===== src/rtl/vga_fill_arbiter.sv =====
// vga_fill_arbiter: round-robin share of the VGA pixel-write port between two filled-rectangle requesters.
// Optional macro VGA_CLIP_EN suppresses plot for pixels outside COLS x ROWS.
module vga_fill_arbiter #(
  parameter int nX   = 8,
  parameter int nY   = 7,
  parameter int COLS = 160,
  parameter int ROWS = 120
) (
  input  logic          CLOCK_50,
  input  logic          Resetn,
  input  logic [1:0]    req_valid,
  output logic [1:0]    req_ready,
  input  logic [nX-1:0] req0_x0,
  input  logic [nY-1:0] req0_y0,
  input  logic [nX-1:0] req0_w,
  input  logic [nY-1:0] req0_h,
  input  logic [23:0]   req0_color,
  input  logic [nX-1:0] req1_x0,
  input  logic [nY-1:0] req1_y0,
  input  logic [nX-1:0] req1_w,
  input  logic [nY-1:0] req1_h,
  input  logic [23:0]   req1_color,
  output logic [1:0]    done,
  output logic          busy,
  output logic [nX-1:0] VGA_X,
  output logic [nY-1:0] VGA_Y,
  output logic [23:0]   VGA_COLOR,
  output logic          plot
);
  typedef enum logic [1:0] {IDLE, DRAW, DONE} state_t;
  state_t state;
  logic g, last_grant, grant, accept, wrap, last_px, vis;
  logic [nX-1:0] x0, w, cx, nx_c, in_x0, in_w, xb, xo, px;
  logic [nY-1:0] y0, h, cy, ny_c, in_y0, in_h, yb, yo, py;
  logic [23:0] color, in_color;
`ifdef VGA_CLIP_EN
  localparam logic [nX:0] COLS_L = COLS[nX:0];
  localparam logic [nY:0] ROWS_L = ROWS[nY:0];
  logic x_carry, y_carry;
`endif
  // Grant/handshake, command mux, raster stepping and next pixel position.
  // The outputs lead the state by one edge: the acceptance edge already
  // registers pixel (0,0), and each DRAW edge registers the following pixel.
  always_comb begin
    grant = &req_valid ? ~last_grant : req_valid[1];
    req_ready = (Resetn && state == IDLE) ? req_valid & (grant ? 2'b10 : 2'b01) : 2'b00;
    accept = |req_ready;
    in_x0 = grant ? req1_x0 : req0_x0;
    in_y0 = grant ? req1_y0 : req0_y0;
    in_w = grant ? req1_w : req0_w;
    in_h = grant ? req1_h : req0_h;
    in_color = grant ? req1_color : req0_color;
    wrap = cx == w - nX'(1);
    last_px = wrap && cy == h - nY'(1);
    nx_c = wrap ? '0 : cx + nX'(1);
    ny_c = wrap ? cy + nY'(1) : cy;
    xb = accept ? in_x0 : x0;
    yb = accept ? in_y0 : y0;
    xo = accept ? '0 : nx_c;
    yo = accept ? '0 : ny_c;
`ifdef VGA_CLIP_EN
    {x_carry, px} = {1'b0, xb} + {1'b0, xo};
    {y_carry, py} = {1'b0, yb} + {1'b0, yo};
    vis = ({x_carry, px} < COLS_L) && ({y_carry, py} < ROWS_L);
`else
    px = xb + xo;
    py = yb + yo;
    vis = 1'b1;
`endif
  end
  // Arbiter FSM with registered pixel, done and busy outputs.
  always_ff @(posedge CLOCK_50 or negedge Resetn) begin
    if (!Resetn) begin
      state <= IDLE;
      g <= 1'b0;
      last_grant <= 1'b1;
      x0 <= '0;
      y0 <= '0;
      w <= '0;
      h <= '0;
      color <= '0;
      cx <= '0;
      cy <= '0;
      VGA_X <= '0;
      VGA_Y <= '0;
      VGA_COLOR <= '0;
      plot <= 1'b0;
      done <= 2'b00;
      busy <= 1'b0;
    end else begin
      case (state)
        IDLE: if (accept) begin
          g <= grant;
          x0 <= in_x0;
          y0 <= in_y0;
          w <= in_w;
          h <= in_h;
          color <= in_color;
          cx <= '0;
          cy <= '0;
          busy <= 1'b1;
          if (in_w == '0 || in_h == '0) begin
            state <= DONE;
            done <= grant ? 2'b10 : 2'b01;
          end else begin
            state <= DRAW;
            VGA_X <= px;
            VGA_Y <= py;
            VGA_COLOR <= in_color;
            plot <= vis;
          end
        end
        DRAW: if (last_px) begin
          state <= DONE;
          plot <= 1'b0;
          done <= g ? 2'b10 : 2'b01;
        end else begin
          cx <= nx_c;
          cy <= ny_c;
          VGA_X <= px;
          VGA_Y <= py;
          VGA_COLOR <= color;
          plot <= vis;
        end
        DONE: begin
          state <= IDLE;
          done <= 2'b00;
          busy <= 1'b0;
          last_grant <= g;
        end
        default: state <= IDLE;
      endcase
    end
  end
endmodule


===== config.mk =====
export PLATFORM = sky130hd
export DESIGN_NAME = vga_fill_arbiter
export DESIGN_NICKNAME = d
export VERILOG_FILES = /design/src/rtl/vga_fill_arbiter.sv
export SDC_FILE = /design/constraint.sdc
export NUM_CORES = 1
export LEC_CHECK = 0
export CAP_MARGIN = 15
export CORE_MARGIN = 4
export CORE_UTILIZATION = 28
export CTS_CLUSTER_SIZE = 16
export DETAILED_ROUTE_END_ITERATION = 16
export SETUP_SLACK_MARGIN = 0.5
export SYNTH_ARGS = -nofsm -noshare
export SYNTH_HDL_FRONTEND = slang
export SYNTH_SLANG_ARGS = --single-unit

===== constraint.sdc =====
create_clock -name CLOCK_50 -period 7.1 [get_ports CLOCK_50]
set_input_delay 2.13 -clock CLOCK_50 [delete_from_list [all_inputs] [get_ports CLOCK_50]]
set_output_delay 2.13 -clock CLOCK_50 [all_outputs]
set_load 0.03 [all_outputs]

## Word-level counts from Yosys, hierarchy flattened

Index checks and enable logic that the tools add are counted.

- Flip-flop bits (word level): 116
- Input bits: 112
- Output and inout port bits: 45
- Logic and storage cells: 98

- $add $sub $neg: 6
- Equality and inequality tests: 9
- Mux-type cells: 47
- Bitwise logic cells: 2
- Reduce and logical (&&, ||, !) cells: 18

Operators by type and width:

| cell | number |
|---|---|
| 24-bit two-way mux | 4 |
| 8-bit two-way mux | 10 |
| 7-bit two-way mux | 10 |
| 24-bit case mux with 2 select lines | 1 |
| 8-bit case mux with 2 select lines | 2 |
| 7-bit case mux with 2 select lines | 2 |
| 2-bit two-way mux | 9 |
| 8-bit by 1-bit adder with 8-bit output (second input constant) | 1 |
| 8-bit adder | 1 |
| 8-bit == test | 1 |
| 8-bit logical NOT | 1 |
| 2-bit inequality test (second input constant) | 4 |
| 2-bit AND reduction | 4 |
| 4-bit AND reduction | 2 |
| 8-bit by 1-bit subtractor with 8-bit output (second input constant) | 1 |
| 7-bit by 1-bit adder with 7-bit output (second input constant) | 1 |
| 7-bit adder | 1 |
| 7-bit == test | 1 |
| 7-bit logical NOT | 1 |
| 7-bit by 1-bit subtractor with 7-bit output (second input constant) | 1 |
| 2-bit case mux with 3 select lines | 1 |
| 3-bit AND reduction | 2 |
| 1-bit two-way mux | 5 |
| 1-bit case mux with 2 select lines | 2 |
| other kinds (12) | 14 |

## Depth between registers and ports, before layout

Gate-level depths: netlist of run 1.

- Depth after elaboration: 11
- Mapped depth: 19
- Mapped depth without buffers: 17

## Least setup slack after synthesis of run 1

Ideal clock, no wire load.

- Path type: input to output
- Start point: input port req_valid[0]
- End point: output port req_ready[0]
- Data arrival time: 3.104 ns
- Required time: 4.970 ns
- Slack: 1.866 ns
- Stages on the path: 5
- Buffers on the path: 2
- Cells stage by stage: nand2_1 > and2_1 > clkbuf_1 > clkbuf_1 > nor2_1

- Cells in the longest elaborated chain, start to end: 5

RTL lines:

| element | line | text |
|---|---|---|
| start, declared | 11 | `input logic [1:0] req_valid,` |
| 2-bit AND reduction | 45 | `grant = &req_valid ? ~last_grant : req_valid[1];` |
| 1-bit two-way mux | 45 |  |
| 2-bit two-way mux | 46 | `req_ready = (Resetn && state == IDLE) ? req_valid & (grant ? 2'b10 : 2'b01) : 2'b00;` |
| 2-bit bitwise AND (*) | 46 |  |
| 2-bit two-way mux (*) | 46 |  |
| end, declared | 12 | `output logic [1:0] req_ready,` |

Every way passes the cells marked *; elsewhere a longest branch is shown, timed or not.

## Worst setup path in the final report of run 1

- Start point: input port req_valid[0]
- End point: output port req_ready[1]

- Cells in the longest elaborated chain, start to end: 5

RTL lines:

| element | line |
|---|---|
| 2-bit AND reduction | 45 |
| 1-bit two-way mux | 45 |
| 2-bit two-way mux | 46 |
| 2-bit bitwise AND | 46 |
| 2-bit two-way mux | 46 |

No other way between the ends.

==> results.yml, run 1 <==
status:
  status: "completed"
clock_network:
  cts_buffers: 17
  cts_setup_buffers: 0
  cts.path.max_buffers: 2
  h-tree-depth: 4
  clk_latency_ps: 420
  cts_tree: "done"
  postCtsResizedCells: 0
  clk_pin_slew_ps: 60
  cts_sinks: 116
  cts_hold_buf: 0
  cts_root_buffer: "clkbuf_16"
timing:
  tightestPinTransition_ps: 1033
  period_share_pct: 86.71
  fmax_ghz: 0.1624
  setup_viol: 0
  rsz0062_at_grt: "no"
  slew_viol_final: 0
  fin_tns_setup_ps: 0
  hold_viol: 0
  min_period_ps: 6156
  slew_headroom_pct: 31.14
  finClkSkew_ps: 11.58
global_route:
  grt_overflow: 0
  grt_max_degree: 69
  antenna_found_initial: 0
  grt_pass1_wl_um: 30550
  grt_usage_pct: 14.49
  grt_pass1_vias: 5747
finish:
  drive_above_1_share_pct: 6.885
  stdcell_area_um2: 9155
  layout.cells.non_filler: 1234
  fin_util_pct: 39.12
  syn2layout_area_growth_pct: 37.59
  nFillCells: 2383
  nets: 1037
  antennaDiodeCount: 0
worst_setup_path:
  worstPathMaxFanout: 13
  path_delay_family: "buffers and inverters"
  rr_worst_depth: 16
  cp.arrival_ps: 4030
  critPathLaunchType: "primary input"
  cp.required_ps: 4970
  endpoint_kind: "primary output"
  slowest_delay_ps: 680
  crit_path_top_delay_cell: "clkdlybuf4s50_1"
  cp_common_cell: "clkdlybuf4s50_1"
  worst-path-buf-inv: 2
  path_cells: "clkdlybuf4s50_1 > nand2_1 > and2_1 > and3_1 > clkdlybuf4s50_1"
  crit_type: "in2out"
  cp.depth: 5
synth:
  synth_most_common_cell: "nand2_1"
  synthArstFlopShare_pct: 100.0
  yosysTopAreaCell: "dfrtp_1"
  synth-edff-count: 0
  synth.top_cells.by_count: "nand2_1 (141), dfrtp_1 (115), nor2_1 (81), o21ai_0 (81), a31oi_1 (44)"
  synth-seq-cells: 116
  yosysSeqAreaShare_pct: 43.64
  synth_area_leaders: "dfrtp_1 (43%), nand2_1 (8.0%), o21ai_0 (6.1%)"
  syn_nets: 899
  yosys_warnings: 0
  ys.flop_type: "dfrtp_1"
  syn-cell-area_um2: 6654
  yosysTopAreaCellShare_pct: 43.25
  syn-instance-count: 764
  avgSynthCellArea_um2: 8.709
  synth.distinct_cells: 57
power_and_ir_drop:
  p_leak_uw: 0.003979
  vdd.ir_drop.worst_uv: 174.7
  p_per_area_nw_per_um2: 421.4
  p_total_uw: 3858
floorplanning:
  num_rows: 56
  start_util_pct: 28.43
  core-area_um2: 23400
  die_w_um: 162.2
  io_pins: 157
  die_y_um: 162.2
  die_area_um2: 26290
placed_design:
  dp_cells: 1202
  io_buffers: 156
  gp_congestion: 0.7986
  dp_hpwl_um: 13860
  dpl_cell_area_um2: 8502
routing:
  drt_iter0_drc: 305
  wire_per_inst_um: 15.28
  via_per_inst: 4.747
  detail-route-antenna-nets: 0
  first_pass_iters: 6
  drc: 0
  vias: 5858
  totalWireLength_um: 18860
hold_path:
  hold_depth: 2
  hold_path.class: "reg2reg"
job:
  max_cap_violations: 0
-- state kept, by name, summed over array words and instances, names as in the netlist, 7 cells and up --
name       count
cx             8
y0             7
cy             7
VGA_X          8
color         24
w              8
x0             8
h              7
VGA_COLOR     24
VGA_Y          7
-- report_power, final --
part	internal (µW)	switching, µW	total [µW]
combinational	724	1030	1750
sequential	951	199	1150
clock	651	303	955
-- logic make-up (layout without fill, tap and decap cells) --
family	after synthesis	count (layout)	share of synthesized area [%]
AOI/OAI and AO/OA	213	213	18.97
xor gates and xnor gates	34	34	4.682
adders and majority gates	23	23	4.551
buffers and inverters	57	208	3.592
DFF	116	116	43.64
muxes	34	34	5.284
and+or+nand+nor	287	287	19.27
-- routing by layer --
layer | vias up | track usage (%) | share of wire, %
met5 | - | 0 | 0
met4 | 0 | 4.114 | 1.6
met3 | 19 | 3.527 | 4.0
met2 | 106 | 24.28 | 49
met1 | 2778 | 18.72 | 45
li1 | 2955 | - | -
-- layout by cell type, fill, tap and decap left out, types with 8 or more instances in the layout --
| cell | n |
|---|---|
| clkdlybuf4s50_1 | 155 |
| nor2_1 | 81 |
| a21oi_1 | 41 |
| mux2_2 | 9 |
| xnor2_1 | 14 |
| a31oi_1 | 44 |
| mux2i_1 | 25 |
| dfrtp_1 | 115 |
| nand2_1 | 140 |
| nor4_1 | 8 |
| and3_1 | 9 |
| xor2_1 | 19 |
| inv_1 | 10 |
| ha_1 | 20 |
| nand3_1 | 8 |
| buf_4 | 11 |
| a21o_1 | 10 |
| o21ai_0 | 81 |
| nand2b_1 | 10 |
| clkbuf_16 | 17 |
-- path summary, 6_finish.rpt --
path                              start           end  slack, ps
max                        req_valid[0]  req_ready[1]        940
min                        VGA_COLOR[8]  VGA_COLOR[8]        480
max reg2reg                        w[0]      VGA_Y[6]       2900
min reg2reg                VGA_COLOR[8]  VGA_COLOR[8]        480
max in group asynchronous        Resetn      VGA_X[6]       3810
min in group asynchronous        Resetn          w[4]       1540
-- through the flow --
stage               hold slack (ps)  setup slack [ps]
detailed placement            469.0             967.3
global placement              460.9              1005
global route                  499.0             897.8
floorplan                     450.1              1866
CTS                           482.0             960.4
finish                        476.9             943.6
-- cell type report --
cell class              instances  area [µm²]  area share [%]
inverters                      10       37.54          0.4100
flip-flops and latches        116        2904           31.72
repair buffers                166        1634           17.85
clock buffers                  24       481.7           5.262
well taps                     319       399.1           4.360
clock inverters                 8       171.4           1.872
multi-input cells             591        3527           38.53
-- worst reg2reg max path, delay by kind of cell, from the launching register on --
kind | cells | cell delay (ps)
AO/OA/AOI/OAI | 5 | 970
buffers and inverters | 1 | 80
flip-flops | 1 | 490
AND/OR/NAND/NOR | 5 | 1200
XOR/XNOR | 2 | 350
adder cells (fa/ha/maj) | 3 | 950
Power figures use the tool's default switching activity.
==> run 2: changes to the inputs <==
- clock period: 7.1 -> 5.3 ns (I/O delays scaled with it)
==> run 2 against run 1 <==
Compared with the run above:
- sequential share of layout area decreased by 0.13 points
- highest routed layer unchanged
- largest power group unchanged
- hold slack got worse by 2.4 ps
- critical path type unchanged
- critical endpoint unchanged
- largest cell class unchanged
- cell count increased by 0.49%
==> results.yml, run 2 (synthesis gave the netlist of run 1 again) <==
status:
  status: "completed"
worst_setup_path:
  critPathLaunchType: "primary input"
  worstPathMaxFanout: 12
  path_cells: "clkdlybuf4s50_1 > nand2_1 > and2_1 > and3_1 > buf_12"
  cp.arrival_ps: 3080
  slowest_delay_ps: 460
  crit_type: "in2out"
  endpoint_kind: "primary output"
  cp.required_ps: 3710
  crit_path_top_delay_cell: "clkdlybuf4s50_1"
routing:
  drc: 0
  detail-route-antenna-nets: 0
  wire_per_inst_um: 15.00
  vias: 5900
  totalWireLength_um: 18600
  via_per_inst: 4.758
  drt_iter0_drc: 321
  first_pass_iters: 4
timing:
  slew_viol_final: 0
  finClkSkew_ps: 9.636
  fin_tns_setup_ps: 0
  tightestPinTransition_ps: 1011
  hold_ws_ps: 474.5
  min_period_ps: 4673
  rsz0062_at_grt: "no"
  setup_viol: 0
  fmax_ghz: 0.2140
  slew_headroom_pct: 32.62
  hold_viol: 0
  period_share_pct: 88.18
global_route:
  grt_overflow: 0
  grt_max_degree: 59
  grt_usage_pct: 14.28
  grt_pass1_wl_um: 30060
  grt_pass1_vias: 5756
  antenna_found_initial: 0
finish:
  drive_above_1_share_pct: 7.818
  nets: 1043
  syn2layout_area_growth_pct: 38.15
  antennaDiodeCount: 0
  nFillCells: 2367
  reg_top3: "VGA_COLOR x24, color x24"
  mostFrequentLayoutCell: "clkdlybuf4s50_1"
  regArea_um2: 2904
  layout_common_cells: "clkdlybuf4s50_1 (153), nand2_1 (140), dfrtp_1 (115)"
  multiInputGateArea_um2: 3527
  fin_util_pct: 39.28
clock_network:
  cts_sinks: 116
  cts.path.max_buffers: 2
  cts_setup_buffers: 0
  clk_pin_slew_ps: 50
  cts_tree: "done"
  clk_latency_ps: 420
  cts_hold_buf: 0
  h-tree-depth: 4
  cts_root_buffer: "clkbuf_16"
  postCtsResizedCells: 0
  cts_buffers: 17
floorplanning:
  start_util_pct: 28.43
  io_pins: 157
  die_w_um: 162.2
  num_rows: 56
  die_area_um2: 26290
  core-area_um2: 23400
  die_y_um: 162.2
hold_path:
  hold_path.class: "reg2reg"
placed_design:
  gp_congestion: 0.7965
  dp_hpwl_um: 13940
  io_buffers: 156
power_and_ir_drop:
  p_leak_uw: 0.004010
  vdd.ir_drop.worst_uv: 235.2
  p_total_uw: 5164
  p_per_area_nw_per_um2: 561.8
job:
  max_cap_violations: 0
-- run 2: changes by cell type in the layout (fill, tap and decap cells not counted), sizes merged --
cell / previous run / this run
clkinv: 2 / 3
buf: 11 / 19
clkdlybuf4s50: 155 / 153
bufinv: 5 / 4
-- run 2: critical path: cells and delay by family --
family / cells / cell delay (ps)
buffers and inverters: 2 / 600
and+or+nand+nor: 3 / 880
-- run 2: layout make-up --
cell class / count / share of cell area [%]
tap: 319 / 4.342
sequential: 116 / 31.59
timing repair buffer: 172 / 18.35
inverter: 10 / 0.4083
multi-input combinational: 591 / 38.37
clock buffer: 24 / 5.349
clock inverter: 8 / 1.592
-- run 2: metrics by stage --
| step | cell area [µm²] | setup slack [ps] | cells |
|---|---|---|---|
| 2_1_floorplan | 6654 | 742.9 | 764 |
| 3_3_place_gp | 8554 | 506.6 | 1208 |
| 3_5_place_dp | 8554 | 449.5 | 1208 |
| 4_1_cts | 9193 | 610.5 | 1240 |
| 5_1_grt | 9193 | 500.2 | 1240 |
| 6_report | 9193 | 626.5 | 1240 |
-- run 2: layer usage --
| layer | share of wire, % | GRT usage [%] | vias to the layer above | wire length [µm] |
|---|---|---|---|---|
| met3 | 3.7 | 2.867 | 19 | 695 |
| met4 | 1.6 | 5.075 | 0 | 306 |
| li1 | - | - | 2965 | - |
| met2 | 50 | 23.86 | 116 | 9213 |
| met5 | 0 | 0 | - | 0 |
| met1 | 45 | 18.47 | 2800 | 8379 |
-- run 2: report_power, final --
part / leakage (µW) / switching (µW) / internal, µW / total (µW)
clock: 0.000310 / 406 / 836 / 1240
combinational: 0.00228 / 1380 / 996 / 2380
sequential: 0.00142 / 269 / 1270 / 1540
-- run 2: final timing paths --
kind / slack [ps] / from / to / cells after the start
min in group asynchronous: 1080 / Resetn / g / 1
max reg2reg: 1120 / w[0] / VGA_Y[6] / 16
min reg2reg: 470 / VGA_COLOR[8] / VGA_COLOR[8] / 2
max in group asynchronous: 2560 / Resetn / cx[1] / 3
min: 470 / VGA_COLOR[8] / VGA_COLOR[8] / 2
max: 630 / req_valid[0] / req_ready[1] / 5
==> run 3: changes to the inputs <==
- DONT_BUFFER_PORTS: not set -> 1
==> run 3 against run 2 <==
Compared with the run above:
- largest power group is now registers
- critical path depth is 2 lower
- design area is 18% lower
- fmax is 10% higher
==> results.yml, run 3 (synthesis gave the netlist of run 1 again) <==
floorplanning:
  num_rows: 56
  die_w_um: 162.2
  die_area_um2: 26290
  die_y_um: 162.2
  start_util_pct: 28.43
  io_pins: 157
  core-area_um2: 23400
worst_setup_path:
  critPathLaunchType: "primary input"
  reg2reg_to: "VGA_Y[6]"
  crit_type: "in2out"
  r2r_setup_slack_ps: 1110
  worstPathMaxFanout: 17
  r2r_start: "w[0]"
  rr_worst_depth: 16
  cp.required_ps: 3710
  startpoint: "req_valid[0]"
  endpoint_kind: "primary output"
  endpoint: "req_ready[1]"
  cp.arrival_ps: 2650
power_and_ir_drop:
  p_per_area_nw_per_um2: 622.9
  vdd.ir_drop.worst_uv: 202.2
  p_leak_uw: 0.003354
timing:
  slew_viol_final: 0
  period_share_pct: 80.01
  min_period_ps: 4241
  slew_headroom_pct: 28.45
  setup_viol: 0
  finClkSkew_ps: 9.829
  tightestPinTransition_ps: 1073
  rsz0062_at_grt: "no"
  fin_tns_setup_ps: 0
  fmax_ghz: 0.2358
  hold_viol: 0
finish:
  nets: 879
  fin_util_pct: 32.24
  layout.cells.non_filler: 1076
  nFillCells: 2460
  multiInputGateArea_um2: 3527
  syn2layout_area_growth_pct: 13.39
  layout_common_cells: "nand2_1 (140), dfrtp_1 (115), nor2_1 (81), o21ai_0 (81), a31oi_1 (44)"
  regArea_um2: 2904
  mostFrequentLayoutCell: "nand2_1"
  antennaDiodeCount: 0
  reg_top3: "VGA_COLOR x24, color x24"
  drive_above_1_share_pct: 8.058
global_route:
  antenna_found_initial: 0
  grt_pass1_vias: 5026
  grt_pass1_wl_um: 28030
  grt_overflow: 0
  grt_max_degree: 121
  grt_usage_pct: 13.50
clock_network:
  h-tree-depth: 4
  cts_root_buffer: "clkbuf_16"
  postCtsResizedCells: 0
  cts_sinks: 116
  cts_hold_buf: 0
  cts_buffers: 17
  cts.path.max_buffers: 2
  cts_tree: "done"
  clk_latency_ps: 410
  clk_pin_slew_ps: 50
  cts_setup_buffers: 0
placed_design:
  dp_hpwl_um: 12970
  gp_congestion: 0.8088
  dp_cells: 1044
  io_buffers: 0
routing:
  totalWireLength_um: 17730
  first_pass_iters: 4
  via_per_inst: 4.925
  detail-route-antenna-nets: 0
  drc: 0
  wire_per_inst_um: 16.48
  vias: 5299
  drt_iter0_drc: 379
hold_path:
  worstHoldStart: "color[9]"
  hold_path.class: "reg2reg"
job:
  max_cap_violations: 0
status:
  status: "completed"
[run 3: cell types whose count changed in the layout (fill, tap and decap cells not counted), sizes merged]
cell           change
bufinv             -1
clkinv             +2
buf               -11
clkdlybuf4s50    -153
clkbuf             -1
[run 3: worst max-delay path, stage by stage]
cell     delay, ps
nand2_1         70
and2_1         530
and3_1         460
[run 3: worst min path at each step]
| stage | endpoint | slack, ps | cells past startpoint |
|---|---|---|---|
| after floorplan | color[0] | 450 | 2 |
| after global placement | color[10] | 460 | 2 |
| after detailed placement | color[10] | 470 | 2 |
| after CTS | color[10] | 480 | 2 |
| after global routing | color[17] | 500 | 2 |
| final | color[9] | 480 | 2 |
[run 3: per-layer routing]
layer / share of wire (%) / vias up / GRT usage, %
li1: - / 2645 / -
met1: 46 / 2534 / 17.75
met2: 46 / 103 / 20.36
met3: 6.4 / 17 / 4.948
met4: 2.1 / 0 / 5.113
met5: 0 / - / 0
[run 3: report_power, final]
part	internal [µW]	leakage (µW)	switching, µW
sequential	1270	0.00142	627
clock	774	0.000297	404
combinational	660	0.00164	966
[run 3: stage by stage]
step	total power (µW)	hold slack [ps]	instance area (µm²)	setup slack (ps)
finish	4700	479.2	7545	1059
global route	5063	500.3	7545	774.8
CTS	4751	483.8	7545	1040
detailed placement	3553	470.8	6940	796.7
global placement	3521	461.3	6940	882.6
floorplan	3117	450.1	6654	742.9
[run 3: final cells by class]
cell class                      instances  share of cell area, %
Tap cell                              319                  5.290
Timing Repair Buffer                    8                 0.9619
Multi-Input combinational cell        591                  46.75
Inverter                               10                 0.4975
Sequential cell                       116                  38.49
Clock buffer                           23                  6.335
Clock inverter                          9                  1.675
